===== src/rtl/approx_mult_pkg.sv =====
// Shared types and constants for the sequential approximate multiplier.
// Provides the controller state enum, default sizes and index-width helper.
package approx_mult_pkg;

    localparam int DEF_WIDTH = 8;
    localparam int DEF_KEEP  = 5;

    typedef enum logic [1:0] {
        IDLE,
        DETECT,
        ACCUM,
        DONE
    } state_t;

    function automatic int lead_w(input int w);
        return (w > 1) ? $clog2(w) : 1;
    endfunction

endpackage


===== src/rtl/lead_one_detect.sv =====
// Combinational priority encoder: index of the highest set bit of vec.
// Ports: vec (WIDTH) in; idx (leading-one index, 0 when vec==0), zero out.
module lead_one_detect
    import approx_mult_pkg::*;
#(
    parameter int WIDTH = DEF_WIDTH
) (
    input  logic [WIDTH-1:0]         vec,
    output logic [lead_w(WIDTH)-1:0] idx,
    output logic                     zero
);

    localparam int IW = lead_w(WIDTH);

    // Scan LSB to MSB so the highest set bit is the last one written.
    always_comb begin
        idx = '0;
        for (int i = 0; i < WIDTH; i++) begin
            if (vec[i]) begin
                idx = IW'(i);
            end
        end
        zero = (vec == '0);
    end

endmodule


===== src/rtl/approx_mult_seq_ctrl.sv =====
// Sequential leading-one approximate multiplier controller (valid/ready).
// Ports: clk, rst_n, in_valid/in_ready/a/l in, out_valid/out_ready/product/
// lead_pos out, busy. Macro APPROX_ROUND_EN adds round-to-nearest cycle.
module approx_mult_seq_ctrl
    import approx_mult_pkg::*;
#(
    parameter int WIDTH = DEF_WIDTH,
    parameter int KEEP  = DEF_KEEP
) (
    input  logic                     clk,
    input  logic                     rst_n,
    input  logic                     in_valid,
    output logic                     in_ready,
    input  logic [WIDTH-1:0]         a,
    input  logic [WIDTH-1:0]         l,
    output logic                     out_valid,
    input  logic                     out_ready,
    output logic [2*WIDTH-1:0]       product,
    output logic [lead_w(WIDTH)-1:0] lead_pos,
    output logic                     busy
);

    localparam int IW = lead_w(WIDTH);
    localparam int NW = $clog2(WIDTH + 2);
    localparam int PW = 2 * WIDTH;

    state_t          state;
    state_t          state_nx;
    logic [WIDTH-1:0] a_q;
    logic [WIDTH-1:0] l_q;
    logic [PW-1:0]   acc;
    logic [PW-1:0]   prod_q;
    logic [IW-1:0]   k;
    logic [IW-1:0]   p_q;
    logic [IW-1:0]   lead_q;
    logic [NW-1:0]   n;
    logic            vld_q;

    logic [IW-1:0]   det_idx;
    logic            det_zero;
    logic [IW:0]     p1;
    logic [NW-1:0]   n_init;
    logic            rnd;

    lead_one_detect #(
        .WIDTH(WIDTH)
    ) u_lod (
        .vec (l_q),
        .idx (det_idx),
        .zero(det_zero)
    );

`ifdef APPROX_ROUND_EN
    // Position of the first dropped bit; top bit set means p < KEEP.
    logic [IW:0] rnd_pos;

    always_comb begin
        rnd_pos = {1'b0, det_idx} - (IW + 1)'(KEEP);
        rnd     = 1'b0;
        if (!rnd_pos[IW]) begin
            rnd = l_q[rnd_pos[IW-1:0]];
        end
    end
`else
    assign rnd = 1'b0;
`endif

    // Rounding reuses the normal bit step: one more cycle at k = p-KEEP.
    always_comb begin
        p1 = {1'b0, det_idx} + (IW + 1)'(1);
        if (p1 < (IW + 1)'(KEEP)) begin
            n_init = NW'(p1);
        end else begin
            n_init = NW'(KEEP);
        end
        n_init = n_init + NW'(rnd);
    end

    always_ff @(posedge clk or negedge rst_n) begin
        if (!rst_n) begin
            state <= IDLE;
        end else begin
            state <= state_nx;
        end
    end

    always_comb begin
        state_nx = state;
        unique case (state)
            IDLE:    if (in_valid) state_nx = DETECT;
            DETECT:  state_nx = det_zero ? DONE : ACCUM;
            ACCUM:   if (n == NW'(1)) state_nx = DONE;
            DONE:    if (vld_q && out_ready) state_nx = IDLE;
            default: state_nx = IDLE;
        endcase
    end

    always_comb begin
        in_ready = (state == IDLE);
        busy     = (state != IDLE);
    end

    assign out_valid = vld_q;
    assign product   = prod_q;
    assign lead_pos  = lead_q;

    // out_valid is registered one cycle after DONE entry, which also
    // latches the result so it stays frozen under backpressure.
    always_ff @(posedge clk or negedge rst_n) begin
        if (!rst_n) begin
            a_q    <= '0;
            l_q    <= '0;
            acc    <= '0;
            prod_q <= '0;
            k      <= '0;
            p_q    <= '0;
            lead_q <= '0;
            n      <= '0;
            vld_q  <= 1'b0;
        end else begin
            unique case (state)
                IDLE: begin
                    if (in_valid) begin
                        a_q <= a;
                        l_q <= l;
                    end
                end
                DETECT: begin
                    acc <= '0;
                    k   <= det_idx;
                    p_q <= det_idx;
                    n   <= n_init;
                end
                ACCUM: begin
                    if (l_q[k]) begin
                        acc <= acc + (PW'(a_q) << k);
                    end
                    k <= k - IW'(1);
                    n <= n - NW'(1);
                end
                DONE: begin
                    if (!vld_q) begin
                        vld_q  <= 1'b1;
                        prod_q <= acc;
                        lead_q <= p_q;
                    end else if (out_ready) begin
                        vld_q <= 1'b0;
                    end
                end
                default: begin
                    vld_q <= 1'b0;
                end
            endcase
        end
    end

endmodule


===== config.mk =====
export PLATFORM = sky130hd
export DESIGN_NAME = approx_mult_seq_ctrl
export DESIGN_NICKNAME = d
export VERILOG_FILES = /design/src/rtl/approx_mult_pkg.sv /design/src/rtl/lead_one_detect.sv /design/src/rtl/approx_mult_seq_ctrl.sv
export SDC_FILE = /design/constraint.sdc
export NUM_CORES = 1
export LEC_CHECK = 0
export CAP_MARGIN = 5
export CORE_ASPECT_RATIO = 0.5
export CORE_MARGIN = 2
export CORE_UTILIZATION = 53
export CTS_BUF_LIST = sky130_fd_sc_hd__clkbuf_16
export CTS_CLUSTER_SIZE = 30
export DETAILED_ROUTE_END_ITERATION = 10
export HOLD_SLACK_MARGIN = 0.1
export PLACE_DENSITY = 0.76
export SYNTH_ARGS = -nofsm -noshare
export SYNTH_HDL_FRONTEND = slang
export SYNTH_SLANG_ARGS = --single-unit

===== constraint.sdc =====
create_clock -name clk -period 6.8 [get_ports clk]
set_clock_uncertainty 0.1 [all_clocks]
set_input_delay 2.04 -clock clk [delete_from_list [all_inputs] [get_ports clk]]
set_output_delay 2.04 -clock clk [all_outputs]
set_load 0.01 [all_outputs]

==> out/metrics.csv <==
stage;metric;value;unit
yosys;Yosys Warn Count;0;
clocking;postcts setup bufs;0;
min_path;hold_sp;n[3];
worst_setup_path;crit path launch type;flip-flop;
clocking;post_cts resized;0;
detailed_routing;routed vias;2832;
worst_setup_path;FF-to-FF Start;k[1];
worst_setup_path;worst path required time;4.66;ns
yosys;Cell Area, Synth;0.00371;mm^2
detailed_routing;Initial DRT Pass Iterations;4;
worst_setup_path;CP Capture Type;output pin;
floorplanning;# rows;21;
place;RePlAce Congestion;0.930;
yosys;Post-Syn Area per Cell;9.99;um^2
grt;first-pass GRT wire length;13400;um
grt;initial antenna violation count;0;
finish;Storage cell area;0.00160;mm^2
yosys;Seq/Total Area, Yosys;43.1;%
worst_setup_path;CP max FO;6;
worst_setup_path;CP startpoint;state[1];
yosys;register bit count reported by yosys;64;
sta;setup TNS;0;ns
grt;Overall Global Routing Usage;22.4;%
detailed_routing;Post-route DRC;0;
finish;layout overhead on the synthesized area;20.1;%
worst_setup_path;worst flop-to-flop path endpoint;acc[13];
clocking;# clock sinks;64;
floorplanning;Initial Util;55.2;%
grt;largest net degree at the start of global routing;65;
grt;number of global-route vias before repair;2786;
detailed_routing;final wirelength;7680;um
yosys;Mapped Cells;372;
clocking;# H-tree levels;3;
yosys;Synth top area share;43.1;%
place;Final HPWL DP;5400;um
floorplanning;Die H;63.2;um
clocking;Bufs on Longest Clock Path;2;
grt;met1 usage;28.5;%
clocking;TritonCTS buffer count;9;
sta;final slew viol count;0;
floorplanning;boundary pin count;42;
detailed_routing;WL/cell;15.2;um
yosys;synth unique cells;46;
grt;GR peak layer;met2;
finish;Filler cells;542;
sta;max_slew headroom;32.1;%
yosys;main flop type after synthesis;dfrtp_1;
worst_setup_path;crit path kind;flip-flop to output pin;
grt;GR Layer Usage met3;6.61;%
detailed_routing;antenna viol nets, final;0;
job;maxcap violations;0;
clocking;Clk pin slew, worst setup/hold paths;0.05;ns
power;worst vdd ir;0.313;mV
finish;area of the multi-input gates;0.00197;mm^2
power;Pleak;2.02;nW
finish;n_diodes;0;
yosys;FFs w/ async S/R, synth;100;%
sta;Hold WS;0.385;ns
clocking;hold buffers post-CTS;0;
worst_setup_path;r2r setup slk;3.61;ns
power;Pwr Density;529;mW/mm^2
place;Port-buffer cells;41;
sta;final critical-path share of the clock period;57.2;%
sta;Period minus WS final;3.89;ns
floorplanning;core area;0.00673;mm^2
clocking;Skew-Pair Late Insertion Delay;0.33;ns
clocking;CTS tree;done;
floorplanning;Die Wd;122;um
grt;met2 Track Usage GR;36.0;%
worst_setup_path;Worst Reg-to-Reg Cells;11;
power;total chip power;2.36;mW
sta;Hold Vio Cnt, Final;0;
yosys;Area contributors post-synth;dfrtp_1 43%, mux2_1 10%, ha_1 7.7%, nand2_1 4.1%, o21ai_1 3.4%;
clocking;Root Buffer;clkbuf_16;
min_path;Worst Hold Depth;1;
detailed_routing;DRT iter0 DRCs;119;
yosys;Post-Syn Nets;416;
sta;Max Freq;257;MHz
worst_setup_path;CP arrival;1.75;ns
floorplanning;die area;0.00774;mm^2
yosys;EDFF count, synth;0;
finish;commonest non-fill, non-tap cell in the layout;dfrtp_1;
min_path;hold endpoint;n[3];
sta;Setup Viol. Count Final;0;
grt;grt ovf;0;
run_status;status;finished clean;
min_path;type of the worst min-delay path;flip-flop to flip-flop;
yosys;top cell type by total area after synthesis;dfrtp_1;
finish;commonest cells after routing, fill and taps aside;64 x dfrtp_1, 41 x nand2_1, 40 x clkdlybuf4s50_1, 34 x mux2_1, 25 x o21ai_1;
finish;nets;452;
sta;RSZ-0062 raised after global routing;false;
finish;layout cells sized above 1;6.55;%
sta;Worst Tran Pin Value;1.02;ns
detailed_routing;routed vias/inst;5.62;
==> cell type report <==
class,instances,share of cell area (%)
Inverter,16,1.35
Multi-Input combinational cell,275,44.2
Sequential cell,64,35.9
Clock inverter,6,1.71
Clock buffer,9,5.05
Tap cell,92,2.58
Timing Repair Buffer,42,9.25
==> report_power, final <==
part           leakage, nW  switching (mW)  total [mW]  internal [mW]
sequential           0.800           0.157       0.699          0.542
clock                0.152           0.158       0.472          0.314
combinational         1.07           0.651        1.19          0.541
==> state kept, by name, summed over array words and instances, names as in the netlist <==
register,count
out_valid,1
l_q,8
acc,16
n,4
product,16
a_q,8
lead_pos,3
state,2
p_q,3
k,3
==> cell usage after synthesis, drive strengths merged, types with 2 or more instances <==
library cell,instances
nand2b,7
clkbuf,11
xnor2,5
o211ai,5
xor2,8
a21oi,17
buf,6
ha,23
dfrtp,64
and2,2
o21a,3
o221ai,2
mux4,2
nand2,42
a31oi,5
o21ai,30
nand4,2
a211oi,3
mux2,37
or3,2
nor3,3
o22ai,4
nand3,21
nor2,24
a21o,6
mux2i,9
inv,15
o31ai,3
o21ba,2
==> per-stage QoR <==
step | cells | area, um^2 | setup slack [ns] | utilization, %
3_5_place_dp | 489 | 4160 | 3.10 | 61.8
5_1_grt | 504 | 4460 | 2.82 | 66.3
3_3_place_gp | 489 | 4160 | 3.21 | 61.8
6_report | 504 | 4460 | 2.91 | 66.3
2_1_floorplan | 372 | 3710 | 3.64 | -
4_1_cts | 504 | 4460 | 2.90 | 66.3
==> how the worst max path moves through the flow <==
stage	endpoint	slack, ns	cells past startpoint
finish	in_ready	2.91	3
global placement	a_q[5]	3.21	3
CTS	in_ready	2.90	3
floorplan	l_q[4]	3.64	3
global route	in_ready	2.82	3
detailed placement	state[0]	3.10	6
==> layer usage <==
| metal | wire [um] | part of all wire [%] |
|---|---|---|
| met4 | 189 | 2.5 |
| met5 | 0 | 0 |
| met1 | 3630 | 47 |
| met2 | 3600 | 47 |
| met3 | 267 | 3.5 |
==> cell families (layout without fill, tap and decap cells) <==
logic type	after synthesis	after routing	share of synthesized area, %
flip-flops	64	64	43.1
adder cells (fa/ha/maj)	24	24	8.29
AND/OR/NAND/NOR	106	106	12.7
buffers and inverters	33	73	3.84
AO/OA/AOI/OAI	84	84	14.1
multiplexers	48	48	14.9
XOR/XNOR	13	13	3.07
==> worst max-delay path, stage by stage (launching register included) <==
cell and delay [ns]:
dfrtp_1 0.41, inv_1 0.13, ha_1 0.28, clkdlybuf4s50_1 0.58
(Power assumes the default switching activity.)
